===== src/rtl/vx_om_pkg.sv =====
// Shared types for the OM request-bus serializer: fragment record and FSM states.
// Field widths here define the default configuration of the serializer.
package vx_om_pkg;

  localparam int OM_NUM_LANES  = 4;
  localparam int OM_UUID_WIDTH = 44;
  localparam int OM_DIM_BITS   = 11;
  localparam int OM_DEPTH_BITS = 24;
  localparam int OM_COLOR_BITS = 32;

  function automatic int om_lane_bits(input int num_lanes);
    return (num_lanes > 1) ? $clog2(num_lanes) : 1;
  endfunction

  localparam int OM_LANE_BITS = om_lane_bits(OM_NUM_LANES);

  typedef struct packed {
    logic [OM_UUID_WIDTH-1:0] uuid;
    logic [OM_LANE_BITS-1:0]  lane;
    logic [OM_DIM_BITS-1:0]   pos_x;
    logic [OM_DIM_BITS-1:0]   pos_y;
    logic [OM_COLOR_BITS-1:0] color;
    logic [OM_DEPTH_BITS-1:0] depth;
    logic                     face;
    logic                     last;
  } om_frag_t;

  typedef enum logic {
    SER_IDLE = 1'b0,
    SER_BUSY = 1'b1
  } ser_state_e;

endpackage


===== src/rtl/vx_om_lane_pick.sv =====
// Combinational lowest-set-bit finder over a lane mask: index, one-hot and
// a flag telling whether that bit is the only one set.
module vx_om_lane_pick
  import vx_om_pkg::*;
#(
  parameter int NUM_LANES = OM_NUM_LANES,
  parameter int LANE_W    = om_lane_bits(NUM_LANES)
) (
  input  logic [NUM_LANES-1:0] mask,
  output logic [LANE_W-1:0]    index,
  output logic [NUM_LANES-1:0] onehot,
  output logic                 is_single
);

  // seen[k] is set when any lane below k is active
  logic [NUM_LANES-1:0] seen;

  generate
    for (genvar gi = 0; gi < NUM_LANES; gi++) begin : g_lane
      if (gi == 0) begin : g_first
        assign seen[gi] = 1'b0;
      end else begin : g_rest
        assign seen[gi] = seen[gi-1] | mask[gi-1];
      end
      assign onehot[gi] = mask[gi] & ~seen[gi];
    end
  endgenerate

  always_comb begin
    index = '0;
    for (int i = 0; i < NUM_LANES; i++) begin
      if (onehot[i]) index = index | i[LANE_W-1:0];
    end
  end

  assign is_single = (|mask) && (mask == onehot);

endmodule


===== src/rtl/vx_om_bus_serializer.sv =====
// Accepts one multi-lane OM request and streams one fragment per active lane,
// lowest lane first, into the single-lane OM pipeline.
module vx_om_bus_serializer
  import vx_om_pkg::*;
#(
  parameter int NUM_LANES  = OM_NUM_LANES,
  parameter int UUID_WIDTH = OM_UUID_WIDTH,
  parameter int DIM_BITS   = OM_DIM_BITS,
  parameter int DEPTH_BITS = OM_DEPTH_BITS,
  parameter int COLOR_BITS = OM_COLOR_BITS,
  parameter int LANE_W     = om_lane_bits(NUM_LANES)
) (
  input  logic                            clk,
  input  logic                            reset,
  input  logic                            req_valid,
  input  logic [UUID_WIDTH-1:0]           req_uuid,
  input  logic [NUM_LANES-1:0]            req_mask,
  input  logic [NUM_LANES*DIM_BITS-1:0]   req_pos_x,
  input  logic [NUM_LANES*DIM_BITS-1:0]   req_pos_y,
  input  logic [NUM_LANES*COLOR_BITS-1:0] req_color,
  input  logic [NUM_LANES*DEPTH_BITS-1:0] req_depth,
  input  logic [NUM_LANES-1:0]            req_face,
  output logic                            req_ready,
  output logic                            frag_valid,
  output logic [UUID_WIDTH-1:0]           frag_uuid,
  output logic [LANE_W-1:0]               frag_lane,
  output logic [DIM_BITS-1:0]             frag_pos_x,
  output logic [DIM_BITS-1:0]             frag_pos_y,
  output logic [COLOR_BITS-1:0]           frag_color,
  output logic [DEPTH_BITS-1:0]           frag_depth,
  output logic                            frag_face,
  output logic                            frag_last,
  input  logic                            frag_ready
);

  ser_state_e state_reg, state_next;
  logic [NUM_LANES-1:0] pending_reg, pending_next;
  logic                 load_req;

  logic [UUID_WIDTH-1:0]           uuid_reg;
  logic [NUM_LANES*DIM_BITS-1:0]   pos_x_reg, pos_y_reg;
  logic [NUM_LANES*COLOR_BITS-1:0] color_reg;
  logic [NUM_LANES*DEPTH_BITS-1:0] depth_reg;
  logic [NUM_LANES-1:0]            face_reg;

  logic [LANE_W-1:0]    lane_idx;
  logic [NUM_LANES-1:0] lane_onehot;
  logic                 lane_single;
  logic                 req_fire;
  logic                 frag_fire;
  om_frag_t             frag;

  vx_om_lane_pick #(
    .NUM_LANES (NUM_LANES),
    .LANE_W    (LANE_W)
  ) u_lane_pick (
    .mask      (pending_reg),
    .index     (lane_idx),
    .onehot    (lane_onehot),
    .is_single (lane_single)
  );

  assign frag_valid = (state_reg == SER_BUSY);
  assign frag_fire  = frag_valid & frag_ready;
  // Accepting on the last fragment's transfer keeps back-to-back requests bubble-free
  assign req_ready  = reset & ((state_reg == SER_IDLE) | (frag_fire & lane_single));
  assign req_fire   = req_valid & req_ready;

  always_comb begin
    state_next   = state_reg;
    pending_next = pending_reg;
    load_req     = 1'b0;
    unique case (state_reg)
      SER_IDLE: begin
      end
      SER_BUSY: begin
        if (frag_fire) begin
          if (lane_single) begin
            pending_next = '0;
            state_next   = SER_IDLE;
          end else begin
            pending_next = pending_reg & ~lane_onehot;
          end
        end
      end
      default: state_next = SER_IDLE;
    endcase
    if (req_fire) begin
      load_req     = 1'b1;
      pending_next = req_mask;
      state_next   = (|req_mask) ? SER_BUSY : SER_IDLE;
    end
  end

  always_ff @(posedge clk) begin
    if (!reset) begin
      state_reg   <= SER_IDLE;
      pending_reg <= '0;
    end else begin
      state_reg   <= state_next;
      pending_reg <= pending_next;
    end
  end

  always_ff @(posedge clk) begin
    if (load_req) begin
      uuid_reg  <= req_uuid;
      pos_x_reg <= req_pos_x;
      pos_y_reg <= req_pos_y;
      color_reg <= req_color;
      depth_reg <= req_depth;
      face_reg  <= req_face;
    end
  end

  always_comb begin
    frag.uuid  = uuid_reg;
    frag.lane  = lane_idx;
    frag.pos_x = pos_x_reg[lane_idx*DIM_BITS +: DIM_BITS];
    frag.pos_y = pos_y_reg[lane_idx*DIM_BITS +: DIM_BITS];
    frag.color = color_reg[lane_idx*COLOR_BITS +: COLOR_BITS];
    frag.depth = depth_reg[lane_idx*DEPTH_BITS +: DEPTH_BITS];
    frag.face  = face_reg[lane_idx];
    frag.last  = frag_valid & lane_single;
  end

  assign frag_uuid  = frag.uuid;
  assign frag_lane  = frag.lane;
  assign frag_pos_x = frag.pos_x;
  assign frag_pos_y = frag.pos_y;
  assign frag_color = frag.color;
  assign frag_depth = frag.depth;
  assign frag_face  = frag.face;
  assign frag_last  = frag.last;

endmodule


===== config.mk =====
export PLATFORM = sky130hd
export DESIGN_NAME = vx_om_bus_serializer
export DESIGN_NICKNAME = d
export VERILOG_FILES = /design/src/rtl/vx_om_pkg.sv /design/src/rtl/vx_om_lane_pick.sv /design/src/rtl/vx_om_bus_serializer.sv
export SDC_FILE = /design/constraint.sdc
export NUM_CORES = 1
export LEC_CHECK = 0
export ABC_CLOCK_PERIOD_IN_PS = 14430
export BUFFER_PORTS_ARGS = -buffer_cell sky130_fd_sc_hd__buf_2
export CELL_PAD_IN_SITES_DETAIL_PLACEMENT = 2
export CELL_PAD_IN_SITES_GLOBAL_PLACEMENT = 2
export CORE_ASPECT_RATIO = 1.25
export CORE_MARGIN = 4
export CORE_UTILIZATION = 33
export DETAILED_ROUTE_END_ITERATION = 7
export PLACE_DENSITY_LB_ADDON = 0.1
export SETUP_SLACK_MARGIN = 0.1
export SYNTH_ARGS = -nofsm -noshare
export SYNTH_HDL_FRONTEND = slang
export SYNTH_SLANG_ARGS = --single-unit
export TNS_END_PERCENT = 20

===== constraint.sdc =====
create_clock -name clk -period 14.43 [get_ports clk]
set_clock_uncertainty 0.05 [all_clocks]
set_input_delay 2.886 -clock clk [delete_from_list [all_inputs] [get_ports clk]]
set_output_delay 2.886 -clock clk [all_outputs]
set_load 0.05 [all_outputs]

==> impl_metrics.json, run 1 <==
{
  "cts_resized": 0,
  "power_density_nw_per_um2": 151,
  "layout_min_cycle_time_ps": 6880,
  "synth_area_sq_um": 13600,
  "path_delay_family": "buffers and inverters",
  "cp-startpoint": "pending_reg[3]$_SDFFE_PN0P_",
  "synth.distinct_cells": 32,
  "yosysSeqAreaShare": 0.803,
  "final_nets": 1703,
  "grt_usage": 0.188,
  "worst-path-max-fanout": 83,
  "hold_violations": 0,
  "cp_slowest_stage_delay_ps": 850,
  "total_power_mw": 2.70,
  "drive_gt1_frac": 0.414,
  "ant_nets": 0,
  "numCtsBuffers": 40,
  "hpwl_um": 30700,
  "overflow": 0,
  "grt_pass1_wl_um": 63700,
  "hold_ws_ps": 526,
  "setup_tns_ps": 0,
  "die_h_um": 235,
  "critPathArrivalTime_ps": 3940,
  "vias": 9281,
  "clock-root-buffer": "clkbuf_16",
  "synth-main-ff-cell": "edfxtp_1",
  "cp_common_cell": "buf_4",
  "cts_tree": "built",
  "ys_ff_latch": 365,
  "viasPerCell": 4.82,
  "grt_pass1_vias": 10400,
  "worst_pin_slew_ps": 1010,
  "cts.sinks": 365,
  "crit_buf_inv": 4,
  "start_util": 0.336,
  "path_class": "flop to output port",
  "antenna_found_initial": 31,
  "min_from": "pending_reg[3]$_SDFFE_PN0P_",
  "min_path_type": "flop to flop",
  "worst_setup_path_end_kind": "output port",
  "r2r_start": "pending_reg[0]$_SDFFE_PN0P_",
  "port_buffers": 495,
  "drv_cap": 0,
  "num_rows": 82,
  "drc": 0,
  "slew_violations": 0,
  "dieArea_sq_um": 44500,
  "core_area_sq_um": 40400,
  "yosysWarnings": 0,
  "ctsHoldBuffers": 0,
  "die_w_um": 189,
  "startpoint_type": "flop",
  "setup_viol": 0,
  "synthCells": 844,
  "crit_chain": "nor2b_2 > o21bai_4 > buf_4 > inv_6 > buf_4 > a211oi_1 > a31oi_1 > buf_2",
  "rsz0062_at_grt": "no",
  "route.detailed.wl_per_inst_um": 22.6,
  "setup_slack_ps": 7550,
  "gp_congestion": 0.731,
  "drtIter0Drc": 354,
  "avgSynthCellArea_sq_um": 16.1,
  "post_cts_buffers": 0,
  "clk_pin_slew_worst_paths_ps": 60,
  "worstSkewPairLatency_ps": 520,
  "wl_um": 43400,
  "synth_edf_count": 360,
  "area_delta_synth_final_pct": 31.5,
  "nFillCells": 4101,
  "finalCritPeriodShare": 0.477,
  "cp.required_ps": 11490,
  "largest_reg_flops": 128,
  "cellLeakagePower_nw": 6.79,
  "grt_max_degree": 173,
  "slew_headroom": 0.325,
  "synthesis.nets": 1212,
  "slowest_stage": "buf_4",
  "async_flop_share": 0,
  "drt_first_pass_iters": 6,
  "vdd_drop_max_v": 0.0000864,
  "cts_max_path_buffers": 3,
  "clock.fmax_ghz": 0.145,
  "status": "finished clean",
  "io_pins": 496,
  "pre_cts_slack_ps": 7930,
  "h-tree-depth": 2
}
## final timing paths
kind	to	depth (start not counted)	slack, ps
min reg2reg	pending_reg[3]$_SDFFE_PN0P_	2	530
max reg2reg	pos_x_reg[41]$_DFFE_PP_	7	10030
max	frag_pos_y[8]	8	7550
min	pending_reg[3]$_SDFFE_PN0P_	2	530
## kinds of logic after synthesis
logic type / share of synthesized area
simple gates: 0.0871
mux: 0.00295
compound gates: 0.0873
xor+xnor: 0.000645
buf+inv: 0.0186
flops: 0.803
## cell usage after synthesis, types with 2 or more instances
| library cell | instances | area, sq um |
|---|---|---|
| a211oi_1 | 79 | 593 |
| nand2_1 | 164 | 616 |
| edfxtp_1 | 360 | 10800 |
| and2_0 | 7 | 43.8 |
| a31oi_1 | 79 | 494 |
| clkbuf_1 | 23 | 86.3 |
| nand3_1 | 2 | 10.0 |
| buf_2 | 27 | 135 |
| and2_1 | 73 | 457 |
| dfxtp_1 | 5 | 100 |
| mux2i_1 | 4 | 40.0 |
## metrics by stage
step / util / std cells / area, sq um
2_1_floorplan: - / 844 / 13600
3_3_place_gp: 0.410 / 1839 / 16600
3_5_place_dp: 0.410 / 1839 / 16600
4_1_cts: 0.441 / 1912 / 17800
5_1_grt: 0.442 / 1920 / 17900
6_report: 0.442 / 1924 / 17900
## layer usage
metal | track usage | wire length [um]
met1 | 0.196 | 15200
met2 | 0.341 | 22800
met3 | 0.0802 | 3960
met4 | 0.0566 | 1200
met5 | 0 | 240
## power by group
| group | internal [mW] | leakage (nW) | total [mW] | switching, mW |
|---|---|---|---|---|
| logic | 0.122 | 2.80 | 0.479 | 0.357 |
| clock network | 0.577 | 0.609 | 0.985 | 0.407 |
| registers | 1.23 | 3.38 | 1.24 | 0.0140 |
## cell usage in the layout, fill, tap and decap left out, drive strengths merged, types with 2 or more instances in the layout
| cell | synthesis | final |
|---|---|---|
| a211oi | 79 | 79 |
| mux2i | 4 | 4 |
| edfxtp | 360 | 360 |
| dfxtp | 5 | 5 |
| a21boi | 2 | 2 |
| diode | 0 | 12 |
| clkinv | 0 | 13 |
| inv | 1 | 3 |
| nand2 | 164 | 164 |
| buf | 29 | 502 |
| nand3 | 2 | 2 |
| and2 | 80 | 80 |
| bufinv | 0 | 3 |
| a31oi | 79 | 79 |
| clkbuf | 23 | 54 |
## area by class of cell
class	count	area (sq um)	area share
diodes	12	30.0	0.00168
clock inverters	19	173	0.00967
inverters	1	8.76	0.000490
well taps	546	683	0.0382
clock buffers	54	1070	0.0602
flip-flops and latches	365	10900	0.611
repair buffers	502	2550	0.143
multi-input cells	425	2430	0.136
## worst reg2reg max path: stages, from the launching register on
cell and delay (ps):
dfxtp_1 500, or4b_4 510, o31ai_2 110, o21ai_2 130, nand2_1 120, and3_4 700, buf_12 780, buf_4 1100
No activity file was read; power rests on OpenSTA's default activity.
==> inputs of run 2 (changes only) <==
ABC_AREA = 1   (was not set)
ABC_CLOCK_PERIOD_IN_PS = 6420   (was 14430)
CORE_UTILIZATION = 32   (was 33)
clock period = 6.42 ns   (was 14.43 ns; I/O delays follow)
==> run 2 against run 1 <==
Compared with the run above: clock power increased by 110%; global-route usage fell by 0.069 points; register-to-register slack worse by 6700 ps; first-iteration DRC count increased by 27%; wire length rose by 1.7%; cell count up 1.4%; via count rose by 1.1%; clock-buffer cell count is 1 lower; die area is 1.8% higher; hold slack got worse by 30 ps; sequential share of layout area is 0.71 points higher; critical path type unchanged; critical endpoint is now frag_color[12].
==> impl_metrics.json, run 2 <==
{
  "port_buffers": 495,
  "synth_edf_count": 360,
  "die_h_um": 237,
  "cts.sinks": 365,
  "drt_first_pass_iters": 4,
  "synthTopCellsByArea": "edfxtp_1 81%, nor2_1 6.7%, o32ai_1 5.2%",
  "muxShareOfSynthArea": 0,
  "fin_area_sq_um": 17700,
  "synthTopCellsByCount": "360 x edfxtp_1, 238 x nor2_1, 79 x o32ai_1",
  "async_flop_share": 0,
  "p_seq_frac": 0.468,
  "path_class": "flop to output port",
  "cts_tree": "built",
  "yosysWarnings": 0,
  "synth-main-ff-cell": "edfxtp_1",
  "layout_min_cycle_time_ps": 4700,
  "postPlaceCellArea_sq_um": 16500,
  "layout_commonest_cell": "buf_2",
  "drv_cap": 0,
  "die_w_um": 191,
  "p_switching_mw": 1.73,
  "synth_top_area_frac": 0.806,
  "io_pins": 496,
  "worst_pin_slew_ps": 1100,
  "grt_pass1_vias": 10500,
  "final_nets": 1727,
  "num_rows": 83,
  "min_path_type": "flop to flop",
  "yosysTopAreaCell": "edfxtp_1",
  "synthMostInstantiatedCell": "edfxtp_1",
  "antenna_found_initial": 27,
  "slew_headroom": 0.268,
  "worst-path-max-fanout": 74,
  "crit_chain": "inv_2 > o21bai_4 > nand2_4 > inv_4 > buf_4 > nor2_1 > o32ai_1 > buf_2",
  "drc": 0,
  "setup_tns_ps": 0,
  "clock-root-buffer": "clkbuf_16",
  "grt_usage": 0.187,
  "critPathArrivalTime_ps": 3360,
  "core_area_sq_um": 41200,
  "power_density_nw_per_um2": 337,
  "drive_gt1_frac": 0.407,
  "yosys.area_share.simple": 0.0786,
  "ctsHoldBuffers": 0,
  "largest_reg_flops": 128,
  "synthesis.nets": 1232,
  "cellLeakagePower_nw": 6.71,
  "route.detailed.wl_per_inst_um": 22.6,
  "viasPerCell": 4.81,
  "register_area_sq_um": 10900,
  "slew_violations": 0,
  "synthXorXnorAreaFrac": 0,
  "synthAdderAreaFrac": 0,
  "avgSynthCellArea_sq_um": 15.5,
  "hold_violations": 0,
  "area_delta_synth_final_pct": 31.6,
  "multi_input_area_sq_um": 2200,
  "post_cts_buffers": 0,
  "nFillCells": 4204,
  "setup_viol": 0,
  "start_util": 0.325,
  "yosysSeqAreaShare": 0.813,
  "grt_pass1_wl_um": 63600,
  "synthCells": 864,
  "synth.distinct_cells": 23,
  "gp_congestion": 0.778,
  "cp_slowest_stage_delay_ps": 790,
  "numCtsBuffers": 41,
  "slowest_stage": "inv_4",
  "status": "finished clean",
  "synth_compound_area_frac": 0.0857,
  "clock_power_share": 0.353,
  "vias": 9386,
  "hold_depth": 2,
  "cts_resized": 0,
  "synth_top_family_by_area": "compound AO/OA/AOI/OAI gates",
  "drtIter0Drc": 449,
  "worstSkewPairLatency_ps": 540,
  "crit_buf_inv": 4,
  "total_power_mw": 5.95,
  "synth_area_sq_um": 13400,
  "wl_um": 44200,
  "cp.required_ps": 5090,
  "rsz0062_at_grt": "no",
  "ys_ff_latch": 365,
  "vdd_drop_max_v": 0.000250,
  "grt_max_degree": 132,
  "layout_common_cells": "495 x buf_2, 360 x edfxtp_1, 238 x nor2_1",
  "sw_frac_of_total": 0.291,
  "clk_pin_slew_worst_paths_ps": 50,
  "power.share.combinational": 0.179,
  "internal-power_mw": 4.21,
  "h-tree-depth": 2,
  "finalCritPeriodShare": 0.731,
  "worst_setup_path_end_kind": "output port",
  "path_delay_family": "buffers and inverters",
  "ant_nets": 0,
  "startpoint_type": "flop",
  "overflow": 0,
  "hpwl_um": 31500,
  "clock.fmax_ghz": 0.213,
  "reg2reg_depth": 8,
  "cts_max_path_buffers": 3,
  "cp.depth": 8,
  "dieArea_sq_um": 45300
}
-- run 2: cell types whose count changed in the layout (fill, tap and decap cells not counted), sizes merged, moves of 3 or more --
cell | before | now
diode | 12 | 16
inv | 3 | 13
a211oi | 79 | 0
nand3 | 2 | 6
o21ai | 1 | 80
bufinv | 3 | 0
nor2 | 1 | 240
nand2 | 164 | 17
nand4 | 0 | 4
and2 | 80 | 0
o32ai | 0 | 79
a31oi | 79 | 0
a21oi | 0 | 6
mux2i | 4 | 0
-- run 2: cell families after synthesis --
kind of cell           count (synthesis)
buffers and inverters                 64
DFF                                  365
and+or+nand+nor                      268
AOI/OAI and AO/OA                    167
-- run 2: metrics by stage --
stage	util	setup WS, ps	hold slack (ps)	instances
2_1_floorplan	-	325	445	864
3_3_place_gp	0.399	2320	467	1868
3_5_place_dp	0.399	2200	490	1868
4_1_cts	0.427	1570	501	1935
5_1_grt	0.428	1370	526	1945
6_report	0.428	1720	496	1951
-- run 2: power groups by stage --
stage	Sequential, mW	Combinational [mW]	Clock (mW)
2_1_floorplan	2.89	0.676	0
3_5_place_dp	2.83	1.08	0
6_report	2.78	1.06	2.10
5_1_grt	2.79	1.14	2.27
4_1_cts	2.79	1.09	2.18
3_3_place_gp	2.83	1.06	0
-- run 2: worst paths after layout --
| kind | startpoint | endpoint | slack, ps |
|---|---|---|---|
| setup / recovery | pending_reg[3]$_SDFFE_PN0P_ | frag_color[12] | 1720 |
| hold / removal | pending_reg[3]$_SDFFE_PN0P_ | pending_reg[3]$_SDFFE_PN0P_ | 500 |
| setup reg to reg | pending_reg[0]$_SDFFE_PN0P_ | color_reg[67]$_DFFE_PP_ | 3300 |
| hold reg to reg | pending_reg[3]$_SDFFE_PN0P_ | pending_reg[3]$_SDFFE_PN0P_ | 500 |
-- run 2: worst register-to-register path, delay by kind of cell (launching register included) --
kind	cells	cell delay, ps
buf+inv	2	1470
simple gates	6	870
flops	1	350
-- run 2: final cells by class --
| class | count | share of cell area |
|---|---|---|
| antenna | 16 | 0.00227 |
| inverter | 13 | 0.00347 |
| clock inverter | 14 | 0.00354 |
| timing repair buffer | 503 | 0.147 |
| multi-input combinational | 435 | 0.125 |
| sequential | 365 | 0.618 |
| tap | 552 | 0.0391 |
| clock buffer | 53 | 0.0624 |
-- run 2: metal layers --
metal,GRT usage,share of wire,up-vias
met1,0.183,0.33,4660
met3,0.0715,0.085,88
met2,0.352,0.55,341
met5,0,0.0026,-
met4,0.0714,0.030,16
li1,-,-,4281
==> inputs of run 3 (changes only) <==
ABC_CLOCK_PERIOD_IN_PS = 4300   (was 6420)
CORE_UTILIZATION = 29   (was 32)
clock period = 4.3 ns   (was 6.42 ns; I/O delays follow)
==> run 3 against run 2 <==
Compared with the run above: hold slack lost 74 ps; core utilization down 3.2 points; first-iteration DRC count shrank 17%; cell count up 2.3%; register-to-register slack worse by 1700 ps; non-clock buffer count grew 11; setup slack got worse by 1100 ps; critical path type unchanged; largest cell class unchanged.
==> impl_metrics.json, run 3 (synthesis gave the netlist of run 2 again) <==
{
  "status": "finished clean",
  "ctsHoldBuffers": 0,
  "clock-root-buffer": "clkbuf_16",
  "worst_pin_slew_ps": 875,
  "layout_min_cycle_time_ps": 3690,
  "h-tree-depth": 2,
  "setup_viol": 0,
  "setup_tns_ps": 0,
  "drive_gt1_frac": 0.411,
  "cp.required_ps": 3390,
  "antenna_found_initial": 33,
  "hpwl_um": 33000,
  "slowest_stage": "inv_4",
  "overflow": 0,
  "cts_tree": "built",
  "finalCritPeriodShare": 0.859,
  "nFillCells": 4685,
  "pre_cts_slack_ps": 1150,
  "clk_pin_slew_worst_paths_ps": 60,
  "core_area_sq_um": 45400,
  "wl_um": 45300,
  "path_delay_family": "buffers and inverters",
  "viasPerCell": 4.69,
  "post_cts_buffers": 0,
  "cp_slowest_stage_delay_ps": 630,
  "drt_first_pass_iters": 4,
  "cp-startpoint": "pending_reg[0]$_SDFFE_PN0P_",
  "min_path_type": "primary input to flop",
  "cts.sinks": 365,
  "final_nets": 1738,
  "critPathArrivalTime_ps": 2780,
  "largest_reg_flops": 128,
  "timing.rr.end": "pos_y_reg[8]$_DFFE_PP_",
  "rsz0062_at_grt": "no",
  "cts_max_path_buffers": 3,
  "power_density_nw_per_um2": 512,
  "crit_buf_inv": 3,
  "cts_resized": 0,
  "vias": 9357,
  "io_pins": 496,
  "grt_max_degree": 159,
  "num_rows": 87,
  "worstSkewPairLatency_ps": 540,
  "cellLeakagePower_nw": 6.84,
  "ff2ff_setup_slack_ps": 1620,
  "grt_pass1_vias": 10600,
  "grt_usage": 0.176,
  "die_h_um": 249,
  "slew_violations": 0,
  "dieArea_sq_um": 49800,
  "worst_setup_path_end_kind": "output port",
  "drc": 0,
  "cp-endpoint": "frag_color[13]",
  "fin_area_sq_um": 18000,
  "start_util": 0.296,
  "die_w_um": 200,
  "grt_pass1_wl_um": 66800,
  "hold_violations": 0,
  "worst-path-max-fanout": 73,
  "path_class": "flop to output port",
  "ant_nets": 0,
  "postPlaceCellArea_sq_um": 16600,
  "area_delta_synth_final_pct": 34.0,
  "reg2reg_depth": 8,
  "r2r_start": "pending_reg[0]$_SDFFE_PN0P_",
  "gp_congestion": 0.762,
  "vdd_drop_max_v": 0.000417,
  "drtIter0Drc": 374,
  "port_buffers": 495,
  "clock.fmax_ghz": 0.271,
  "route.detailed.wl_per_inst_um": 22.7,
  "crit_chain": "nor2_2 > o21ai_1 > inv_4 > buf_4 > o21ai_0 > o32ai_1 > buf_2",
  "slew_headroom": 0.417,
  "setup_slack_ps": 607,
  "drv_cap": 0,
  "layout_common_cells": "495 x buf_2, 360 x edfxtp_1, 238 x nor2_1",
  "numCtsBuffers": 41,
  "cp.depth": 7,
  "startpoint_type": "flop",
  "layout_commonest_cell": "buf_2"
}
run 3: cell types whose count changed in the layout (fill, tap and decap cells not counted), moves of 2 or more:
| cell | previous run | this run |
|---|---|---|
| buf_4 | 4 | 11 |
| clkbuf_1 | 9 | 12 |
| clkinv_2 | 5 | 3 |
| clkinv_1 | 8 | 10 |
| clkinv_8 | 0 | 2 |
| buf_12 | 4 | 8 |
| clkbuf_8 | 3 | 1 |
| inv_6 | 0 | 2 |
| bufinv_16 | 0 | 4 |
run 3: layout make-up:
cell class / count / area (sq um) / share of cell area
Sequential cell: 365 / 10900 / 0.607
Multi-Input combinational cell: 435 / 2210 / 0.123
Timing Repair Buffer: 514 / 2720 / 0.151
Antenna cell: 16 / 40.0 / 0.00223
Clock inverter: 20 / 214 / 0.0119
Tap cell: 578 / 723 / 0.0402
Inverter: 13 / 72.6 / 0.00404
Clock buffer: 54 / 1080 / 0.0603
run 3: how the worst min path moves through the flow:
stage	from	end	slack, ps	cells past startpoint
5_1_grt	req_color[27]	color_reg[27]$_DFFE_PP_	380	1
3_3_place_gp	pending_reg[0]$_SDFFE_PN0P_	pending_reg[0]$_SDFFE_PN0P_	470	2
4_1_cts	req_depth[55]	depth_reg[55]$_DFFE_PP_	370	1
6_report	req_depth[55]	depth_reg[55]$_DFFE_PP_	420	1
3_5_place_dp	pending_reg[3]$_SDFFE_PN0P_	pending_reg[3]$_SDFFE_PN0P_	480	2
2_1_floorplan	pending_reg[0]$_SDFFE_PN0P_	pending_reg[0]$_SDFFE_PN0P_	450	2
run 3: per-stage QoR:
step | power (mW) | cells | util | hold WS, ps
CTS | 9.39 | 1979 | 0.395 | 372
detailed placement | 5.89 | 1905 | 0.367 | 484
global placement | 5.85 | 1905 | 0.367 | 474
global route | 9.65 | 1986 | 0.396 | 377
floorplan | 5.31 | 864 | - | 446
finish | 9.21 | 1995 | 0.396 | 421
run 3: worst reg2reg max path, cell delays in order, from the launching register on:
cell and delay (ps):
dfxtp_1 350, nor2_2 180, nor2_1 100, nor2_2 110, nand4_1 150, nand2_2 160
nand3_4 200, inv_16 490, buf_4 570
run 3: routing by layer:
layer | up-vias | share of wire | wire [um] | GRT usage
met5 | - | 0.0042 | 190 | 0
met4 | 34 | 0.017 | 790 | 0.0484
met3 | 82 | 0.099 | 4470 | 0.0861
met2 | 337 | 0.54 | 24600 | 0.327
met1 | 4594 | 0.34 | 15300 | 0.175
li1 | 4310 | - | - | -
run 3: report_power, final:
part | switching, mW | leakage, nW | internal (mW)
logic | 1.20 | 2.83 | 0.419
clock network | 1.41 | 0.629 | 2.02
registers | 0.0452 | 3.38 | 4.11
total | 2.66 | 6.84 | 6.55
